[src/rtl/tc_pl_bus_tx_ctl_mc.sv]
// Multi-channel PL bus transmit sequencer.
// Latches per-channel tx triggers, grants the shared CSN/TXD bus round-robin and
// alternates CSN and TXD phases word by word for the granted channel. A grant ends
// when that channel's buffer runs empty or after MAX_WORDS words. A channel cut off
// by the word limit keeps its request and queues behind every other pending channel.
// Optional feature macro: TX_TIMEOUT_EN (handshake timeout, reported on tx_err).
module tc_pl_bus_tx_ctl_mc #(
  parameter int CH_NUM    = 4,
  parameter int CH_W      = 2,
  parameter int MAX_WORDS = 16,
  parameter int CNT_W     = 8,
  parameter int TO_CYCLES = 1024,
  parameter int TO_W      = 16
) (
  input  logic              clk,
  input  logic              rst,
  input  logic [CH_NUM-1:0] tx_trig,
  input  logic [CH_NUM-1:0] txb_empty,
  output logic [CH_NUM-1:0] tx_ting,
  output logic [CH_NUM-1:0] tx_cmpt,
  output logic [CH_NUM-1:0] tx_err,
  output logic [CH_W-1:0]   ch_sel,
  output logic              csn_en,
  input  logic              csn_cmpt,
  output logic              txd_en,
  input  logic              txd_cmpt
);

  typedef enum logic [1:0] {S_IDLE, S_CSN, S_TXD, S_CMPT} state_t;

  state_t            state, state_n;
  logic [CH_NUM-1:0] pending, pending_n;
  logic [CH_W-1:0]   rr_ptr, rr_n;
  logic [CNT_W-1:0]  word_cnt, wc_n;
  logic [CH_W-1:0]   sel_n;
  logic [CH_NUM-1:0] ting_n, cmpt_n, err_n, clr;
  logic              csn_n, txd_n, go_cmpt;
  logic [CH_W-1:0]   pick;
  logic              found;
  logic [CH_NUM-1:0] sel_oh, pick_oh;
  logic              to_hit;

  assign sel_oh  = {{(CH_NUM-1){1'b0}}, 1'b1} << ch_sel;
  assign pick_oh = {{(CH_NUM-1){1'b0}}, 1'b1} << pick;

  // round-robin pick: first pending channel at or after rr_ptr, wrapping at CH_NUM
  always_comb begin
    logic [CH_W:0] sum;
    found = 1'b0;
    pick  = '0;
    sum   = '0;
    for (int k = 0; k < CH_NUM; k++) begin
      sum = {1'b0, rr_ptr} + (CH_W+1)'(k);
      if (sum >= (CH_W+1)'(CH_NUM)) sum = sum - (CH_W+1)'(CH_NUM);
      if (!found && pending[sum[CH_W-1:0]]) begin
        found = 1'b1;
        pick  = sum[CH_W-1:0];
      end
    end
  end

`ifdef TX_TIMEOUT_EN
  logic [TO_W-1:0] to_cnt;
  logic            waiting;

  assign waiting = (state == S_CSN) || (state == S_TXD);
  assign to_hit  = waiting && (to_cnt == TO_W'(TO_CYCLES - 1));

  // cycles spent waiting for the current handshake; any state change restarts it
  always_ff @(posedge clk or posedge rst) begin
    if (rst)                              to_cnt <= '0;
    else if (!waiting || state_n != state) to_cnt <= '0;
    else                                  to_cnt <= to_cnt + 1'b1;
  end
`else
  // no timeout: the sequencer waits on handshakes indefinitely
  assign to_hit = 1'b0;
`endif

  // next-state and next-output logic; outputs are registered from these values
  always_comb begin
    state_n = state;
    rr_n    = rr_ptr;
    wc_n    = word_cnt;
    sel_n   = ch_sel;
    ting_n  = tx_ting;
    cmpt_n  = '0;
    err_n   = '0;
    csn_n   = csn_en;
    txd_n   = txd_en;
    clr     = '0;
    go_cmpt = 1'b0;
    case (state)
      S_IDLE: begin
        if (found) begin
          sel_n   = pick;
          ting_n  = pick_oh;
          csn_n   = 1'b1;
          wc_n    = '0;
          state_n = S_CSN;
        end
      end
      S_CSN: begin
        // an empty buffer ends the grant even if csn_cmpt arrives in the same cycle
        if (txb_empty[ch_sel]) begin
          go_cmpt = 1'b1;
        end else if (csn_cmpt) begin
          csn_n   = 1'b0;
          txd_n   = 1'b1;
          state_n = S_TXD;
        end else if (to_hit) begin
          go_cmpt = 1'b1;
          err_n   = sel_oh;
          clr     = sel_oh;
        end
      end
      S_TXD: begin
        if (txd_cmpt) begin
          txd_n = 1'b0;
          wc_n  = word_cnt + 1'b1;
          if (wc_n == CNT_W'(MAX_WORDS)) begin
            go_cmpt = 1'b1;
          end else begin
            csn_n   = 1'b1;
            state_n = S_CSN;
          end
        end else if (to_hit) begin
          go_cmpt = 1'b1;
          err_n   = sel_oh;
          clr     = sel_oh;
        end
      end
      S_CMPT: begin
        state_n = S_IDLE;
        rr_n    = (ch_sel == CH_W'(CH_NUM - 1)) ? '0 : ch_sel + 1'b1;
        // a word-limited grant keeps its request unless the buffer drained meanwhile
        if (txb_empty[ch_sel]) clr = clr | sel_oh;
      end
      default: state_n = S_IDLE;
    endcase
    if (go_cmpt) begin
      state_n = S_CMPT;
      cmpt_n  = sel_oh;
      ting_n  = '0;
      csn_n   = 1'b0;
      txd_n   = 1'b0;
    end
    // a new trigger wins over a same-cycle clear, so the channel is served again later
    pending_n = (pending & ~clr) | tx_trig;
  end

  // state register plus registered bus-control outputs
  always_ff @(posedge clk or posedge rst) begin
    if (rst) begin
      state    <= S_IDLE;
      pending  <= '0;
      rr_ptr   <= '0;
      word_cnt <= '0;
      ch_sel   <= '0;
      tx_ting  <= '0;
      tx_cmpt  <= '0;
      tx_err   <= '0;
      csn_en   <= 1'b0;
      txd_en   <= 1'b0;
    end else begin
      state    <= state_n;
      pending  <= pending_n;
      rr_ptr   <= rr_n;
      word_cnt <= wc_n;
      ch_sel   <= sel_n;
      tx_ting  <= ting_n;
      tx_cmpt  <= cmpt_n;
      tx_err   <= err_n;
      csn_en   <= csn_n;
      txd_en   <= txd_n;
    end
  end

endmodule
[config.mk]
export PLATFORM = sky130hd
export DESIGN_NAME = tc_pl_bus_tx_ctl_mc
export DESIGN_NICKNAME = d
export VERILOG_FILES = /design/src/rtl/tc_pl_bus_tx_ctl_mc.sv
export SDC_FILE = /design/constraint.sdc
export NUM_CORES = 1
export LEC_CHECK = 0
export ABC_AREA = 1
export ABC_CLOCK_PERIOD_IN_PS = 1600
export BUFFER_PORTS_ARGS = -buffer_cell sky130_fd_sc_hd__buf_2
export CORE_MARGIN = 2
export CORE_UTILIZATION = 50
export CTS_BUF_LIST = sky130_fd_sc_hd__clkbuf_4 sky130_fd_sc_hd__clkbuf_8 sky130_fd_sc_hd__clkbuf_16
export CTS_CLUSTER_DIAMETER = 150
export DETAILED_ROUTE_END_ITERATION = 10
export GPL_ROUTABILITY_DRIVEN = 0
export PLACE_DENSITY = 0.79
export SETUP_SLACK_MARGIN = 0.2
export SLEW_MARGIN = 25
export SYNTH_ARGS = -nofsm -noshare
export SYNTH_HDL_FRONTEND = slang
export SYNTH_SLANG_ARGS = --single-unit
export TNS_END_PERCENT = 50
[constraint.sdc]
create_clock -name clk -period 1.6 [get_ports clk]
set_clock_uncertainty 0.05 [all_clocks]
set_input_delay 0.24 -clock clk [delete_from_list [all_inputs] [get_ports clk]]
set_output_delay 0.24 -clock clk [all_outputs]
set_load 0.01 [all_outputs]
Word-level counts from Yosys, hierarchy flattened
Index checks and enable logic that the tools add are counted.
Widths: inputs -> output; s select.
{"block": "word_totals", "regBits": 28, "latchBits": 0, "mem_bits_rw": 0, "mem_bits_ro": 0, "in_bits": 12, "output_inout_bits": 16, "wordCells": 117, "mem_count": 0}
{"block": "classes", "n_addsub": 9, "multipliers": 0, "div": 0, "n_lt_le_gt_ge": 9, "n_eq_ne": 12, "shift": 2, "mux": 55, "bitwise_logic": 3, "n_reduce_logical": 18}
{"cell": "$mux 2", "count": 15}
{"cell": "$mux 4", "count": 6}
{"cell": "$mux 1", "count": 22}
{"cell": "$mux 8", "count": 2}
{"cell": "$pmux 8 s2", "count": 1}
{"cell": "$lt 2x3->1 const B", "count": 5}
{"cell": "$ne 3x3->1 const B", "count": 5}
{"cell": "$bmux 1 s2", "count": 5}
{"cell": "$ge 3x3->1 const B", "count": 3}
{"cell": "$add 8x1->8 const B", "count": 1}
{"cell": "$eq 8x5->1 const B", "count": 1}
{"cell": "$pmux 2 s4", "count": 1}
{"cell": "$shl 1x2->4 const A", "count": 2}
{"cell": "$sub 2x1->2 const B", "count": 4}
{"cell": "$add 2x2->3 const B", "count": 2}
{"cell": "$eq 2x2->1 const B", "count": 3}
{"cell": "$reduce_and 6->1", "count": 1}
{"cell": "$reduce_bool 2->1", "count": 3}
{"cell": "$reduce_and 5->1", "count": 1}
{"cell": "$and 4x4->4", "count": 1}
{"cell": "$ne 2x2->1 const B", "count": 2}
{"cell": "$not 4->4", "count": 1}
{"cell": "$or 4x4->4", "count": 1}
{"cell": "$pmux 1 s2", "count": 2}
{"cell": "other kinds (13)", "count": 18}

Depth between registers and ports, before layout
{"block": "logic_depth", "depth_word": 18, "depth_mapped": 14, "ltp_nobuf": 14}

Least setup slack after synthesis
OpenSTA, ideal clock, no wires.
{"block": "synth_path", "path_type": "register -> register", "startpoint": "register word_cnt[0]", "endpoint": "register tx_ting[3]", "setup_ns": 0.118, "arrival_ns": 1.544, "t_required_ns": 1.432, "slack_ns": -0.111, "stages_incl_launch_ff": 13, "path_buffers": 1, "period_less_slack_ns": 1.711, "path_cell_list": "dfrtp_1 > ha_1 > nand3_1 > nor2_1 > nand2_1 > nand2_1 > nor2_1 > nand4_1 > nand2_1 > nand2_2 > buf_6 > nand3_1 > nand2_1"}
{"block": "synth_via", "elab_chain_cells": 7, "word_cells_on_any_way": 9, "classes_between": "add/sub: 1; eq/ne: 1; mux: 4; reduce/logical: 3"}
{"item": "start, declared", "line_no": "34", "rtl": "logic [CNT_W-1:0] word_cnt, wc_n;"}
{"item": "start signal, assigned", "line_no": "169", "rtl": "word_cnt <= wc_n;"}
{"item": "$add 8x1->8 *", "line_no": "120", "rtl": "wc_n = word_cnt + 1'b1;"}
{"item": "$eq 8x5->1 *", "line_no": "121", "rtl": "if (wc_n == CNT_W'(MAX_WORDS)) begin"}
{"item": "$mux 1 *", "line_no": "121"}
{"item": "$mux 1 *", "line_no": "118", "rtl": "if (txd_cmpt) begin"}
{"item": "$pmux 1 s2 *", "line_no": "93", "rtl": "case (state)"}
{"item": "$reduce_bool 2->1 (no line)"}
{"item": "$reduce_and 2->1 (no line)"}
{"item": "end signal, assigned", "line_no": "171", "rtl": "tx_ting <= ting_n;"}
{"item": "end, declared", "line_no": "19", "rtl": "output logic [CH_NUM-1:0] tx_ting,"}
Mark *: on every way between the ends. The rest lies on a longest branch, timed or not.
A chain may end at the register's enable or synchronous reset.

Worst setup path after layout
{"block": "layout_path", "startpoint": "register rr_ptr[0]", "endpoint": "register word_cnt[7]"}
{"block": "layout_via", "elab_chain_cells": 16, "word_cells_on_any_way": 35, "classes_between": "add/sub: 7; order compare: 4; eq/ne: 1; mux: 16; reduce/logical: 7"}
{"item": "start, declared", "line_no": "33", "rtl": "logic [CH_W-1:0] rr_ptr, rr_n;"}
{"item": "start signal, assigned", "line_no": "168", "rtl": "rr_ptr <= rr_n;"}
{"item": "parallel branches: the longest is 13 deep, another holds $add 2x1->3"}
{"item": "$mux 1 *", "line_no": "55", "rtl": "if (!found && pending[sum[CH_W-1:0]]) begin"}
{"item": "$ne 2x2->1 (no line) *"}
{"item": "$reduce_and 3->1 (no line) *"}
Every way passes the cells marked *. The select of a mux whose other input is x is not followed.

==> results.yml <==
flow_run:
  cap_violations: 0
final_layout:
  final_cell_count_without_fillers: 334
  area_growth_syn_to_layout_pct: 41.2
  final_cell_area_um2: 2510
  fill_cells: 227
  share_of_cells_above_drive_strength_1_pct: 42.7
  final_net_count: 312
  antenna-diode-count: 0
  postLayoutCoreUtil_pct: 74.6
placement:
  placed_cell_area_um2: 2110
  numPortBuffers: 23
  post-dp-hpwl_um: 2870
  dp_cells: 321
  place_worst_setup_slack_ns: -0.193
worst_setup_path:
  criticalPathCategory: "flip-flop to flip-flop"
  rr_endpoint: "word_cnt[7]"
  ff_to_ff_setup_slack_ns: -0.26
  cp_data_arrival_time_ns: 2.04
  worstSetupStartpointType: "flip-flop"
  worst_r2r_startpoint: "rr_ptr[0]"
  cp.required_ns: 1.78
  critical_path.max_fanout: 6
  timing.critical_path.to_type: "flip-flop"
  reg2reg_depth: 9
outcome:
  status: "finished with violations"
  failed_checks: "setup timing"
timing:
  fin_setup_tns_ns: -4.36
  rsz0062_at_grt: "yes"
  min_tclk_post_route_ns: 1.86
  final_max_slew_viol_count: 0
  max_freq_mhz: 538
  finalHoldViolations: 0
  hold_slack_ns: 0.0474
  finalCritPeriodShare_pct: 116
  timing.final.setup_violations: 22
  finalWorstSetupSlack_ns: -0.259
route:
  firstDrtPassIters: 4
  detail-route-antenna-nets: 0
  routedWlPerCell_um: 14.3
  route.vias.total: 1748
  drtIter0Drc: 115
  route.detailed.drc: 0
  route.final.wire_length_um: 4760
  detail_route.vias_per_cell: 5.23
die:
  io-pin-count: 28
  full_die_area_um2: 4050
  core-area_um2: 3360
  initial_cell_density_of_the_core_pct: 52.9
  dieHeight_um: 63.6
  dieWidth_um: 63.6
  std_cell_rows: 21
global_routing:
  grt_util_all_layers_pct: 20.9
  grt_start_max_net_pins: 29
  grt_overflow_total: 0
  antenna_found_initial: 0
  grt_pass1_vias: 1631
  global_route_wire_length_before_repair_um: 6810
min_path:
  min-delay-start: "tx_trig[1]"
  min-delay-path-class: "input pin to flip-flop"
  worstHoldPathCells: 2
  worstHoldEndpoint: "pending[1]"
logic_synthesis:
  ys_async_sr_fraction_pct: 100
  yosysMostFrequentCell: "nand2_1"
  synthTopCellsByCount: "59 x nand2_1, 33 x inv_1, 28 x dfrtp_1"
  netlist-cell-type-count: 27
  synth_area_per_cell_um2: 7.63
  primary_flip_flop_cell_chosen_by_synthesis_mapping: "dfrtp_1"
  post-synth-top-area-cell: "dfrtp_1"
  synth_top_cells_by_area: "dfrtp_1 39%, nand2_1 12%, ha_1 7.0%"
  yosys_register_bits: 28
  yosysWarningCount: 0
  synth_enable_flop_cells: 0
  share_of_synthesized_area_occupied_by_flip_flops_and_latches_pct: 39.4
  syn-cell-area_um2: 1780
  synthesized_instance_count: 233
  synth_top_area_share_pct: 39.4
power_and_ir_drop:
  report.power.total_mw: 4.76
  p_leak_nw: 1.25
  power_density_nw_per_um2: 1900
  power.ir.vdd_worst_uv: 1050
clock_tree:
  cts_num_sinks: 28
  clock_path_buffers: 2
  clock_buffers_created_by_tritoncts: 3
  cts.htree.levels: 1
  clkSlewWorstSetupHoldPaths_ns: 0.15
  clock_tree_from_tritoncts: "yes"
  later_pin_clock_latency_in_the_skew_report_ns: 0.33
  clockRootBuffer: "clkbuf_4"
registers in the layout (all words and copies together) (netlist names):
name	flops
state	2
tx_cmpt	4
rr_ptr	2
pending	4
txd_en	1
ch_sel	2
word_cnt	8
csn_en	1
tx_ting	4
where the power goes:
part           switching [mW]  internal (mW)  leakage (nW)
clock                   0.206         0.0884        0.0138
combinational            1.93           1.42         0.890
sequential              0.205          0.908         0.344
logic make-up (layout without fill, tap and decap cells):
| family | Yosys count | count (layout) | share of synthesized area, % |
|---|---|---|---|
| flip-flops | 28 | 28 | 39.4 |
| buffers and inverters | 43 | 94 | 11.2 |
| adder cells (fa/ha/maj) | 10 | 10 | 7.04 |
| XOR/XNOR | 2 | 2 | 0.985 |
| other | 1 | 4 | 0.211 |
| AND/OR/NAND/NOR | 115 | 116 | 29.3 |
| AO/OA/AOI/OAI | 34 | 34 | 11.9 |
per-layer routing:
metal / GRT usage, % / wire length (um) / vias up
met2: 38.0 / 2510 / 60
met1: 25.4 / 1920 / 834
met5: 0 / 0 / -
met4: 6.25 / 126 / 0
met3: 3.04 / 206 / 15
li1: - / - / 839
placed cells by master (no fill, tap or decap), types with 4 or more instances in the layout:
| cell | n |
|---|---|
| o21ai_4 | 4 |
| nor2_1 | 9 |
| nand2_4 | 5 |
| dfrtp_1 | 23 |
| nand2_2 | 18 |
| o21ai_1 | 6 |
| inv_1 | 30 |
| buf_4 | 22 |
| nand3_1 | 12 |
| inv_2 | 4 |
| o21bai_1 | 5 |
| buf_6 | 6 |
| dfrtp_2 | 5 |
| nor2_2 | 6 |
| o21ai_0 | 8 |
| a21oi_1 | 5 |
| conb_1 | 4 |
| ha_1 | 9 |
| nand2_1 | 45 |
| buf_2 | 23 |
| nor2_4 | 8 |
| nand4_1 | 4 |
cell type report:
type / count / area (um^2) / area share [%]
Clock buffer: 3 / 22.5 / 0.897
Timing Repair Buffer: 55 / 423 / 16.8
Multi-Input combinational cell: 166 / 1160 / 46.2
Sequential cell: 28 / 707 / 28.2
Inverter: 36 / 140 / 5.58
Tap cell: 46 / 57.6 / 2.29
repair_timing:
item / CTS / global route
hold endpoints to repair: 28 / 0
pin swaps: 8 / 23
setup endpoints to repair: 22 / 26
gates cloned: 1 / 1
setup buffers: 1 / 6
hold buffers: 1 / 0
gates resized for setup: 10 / 60
worst max-delay path, cell delays in order (launching register included):
cell,delay (ns)
dfrtp_2,0.48
buf_12,0.17
xnor2_4,0.15
nand2_2,0.09
nand2_4,0.07
nor2_4,0.18
nand4_4,0.19
nand2_4,0.12
inv_2,0.05
a22o_1,0.19
worst max-delay path by stage:
stage,start,end,slack [ns],cells past startpoint
2_1_floorplan,word_cnt[0],tx_ting[3],-0.07,11
3_3_place_gp,word_cnt[1],csn_en,-0.15,12
3_5_place_dp,word_cnt[1],csn_en,-0.19,12
4_1_cts,word_cnt[0],csn_en,-0.19,12
5_1_grt,rr_ptr[0],state[1],-0.34,10
6_report,rr_ptr[0],word_cnt[7],-0.26,9
Note: power is estimated with default switching activity, not from simulation.
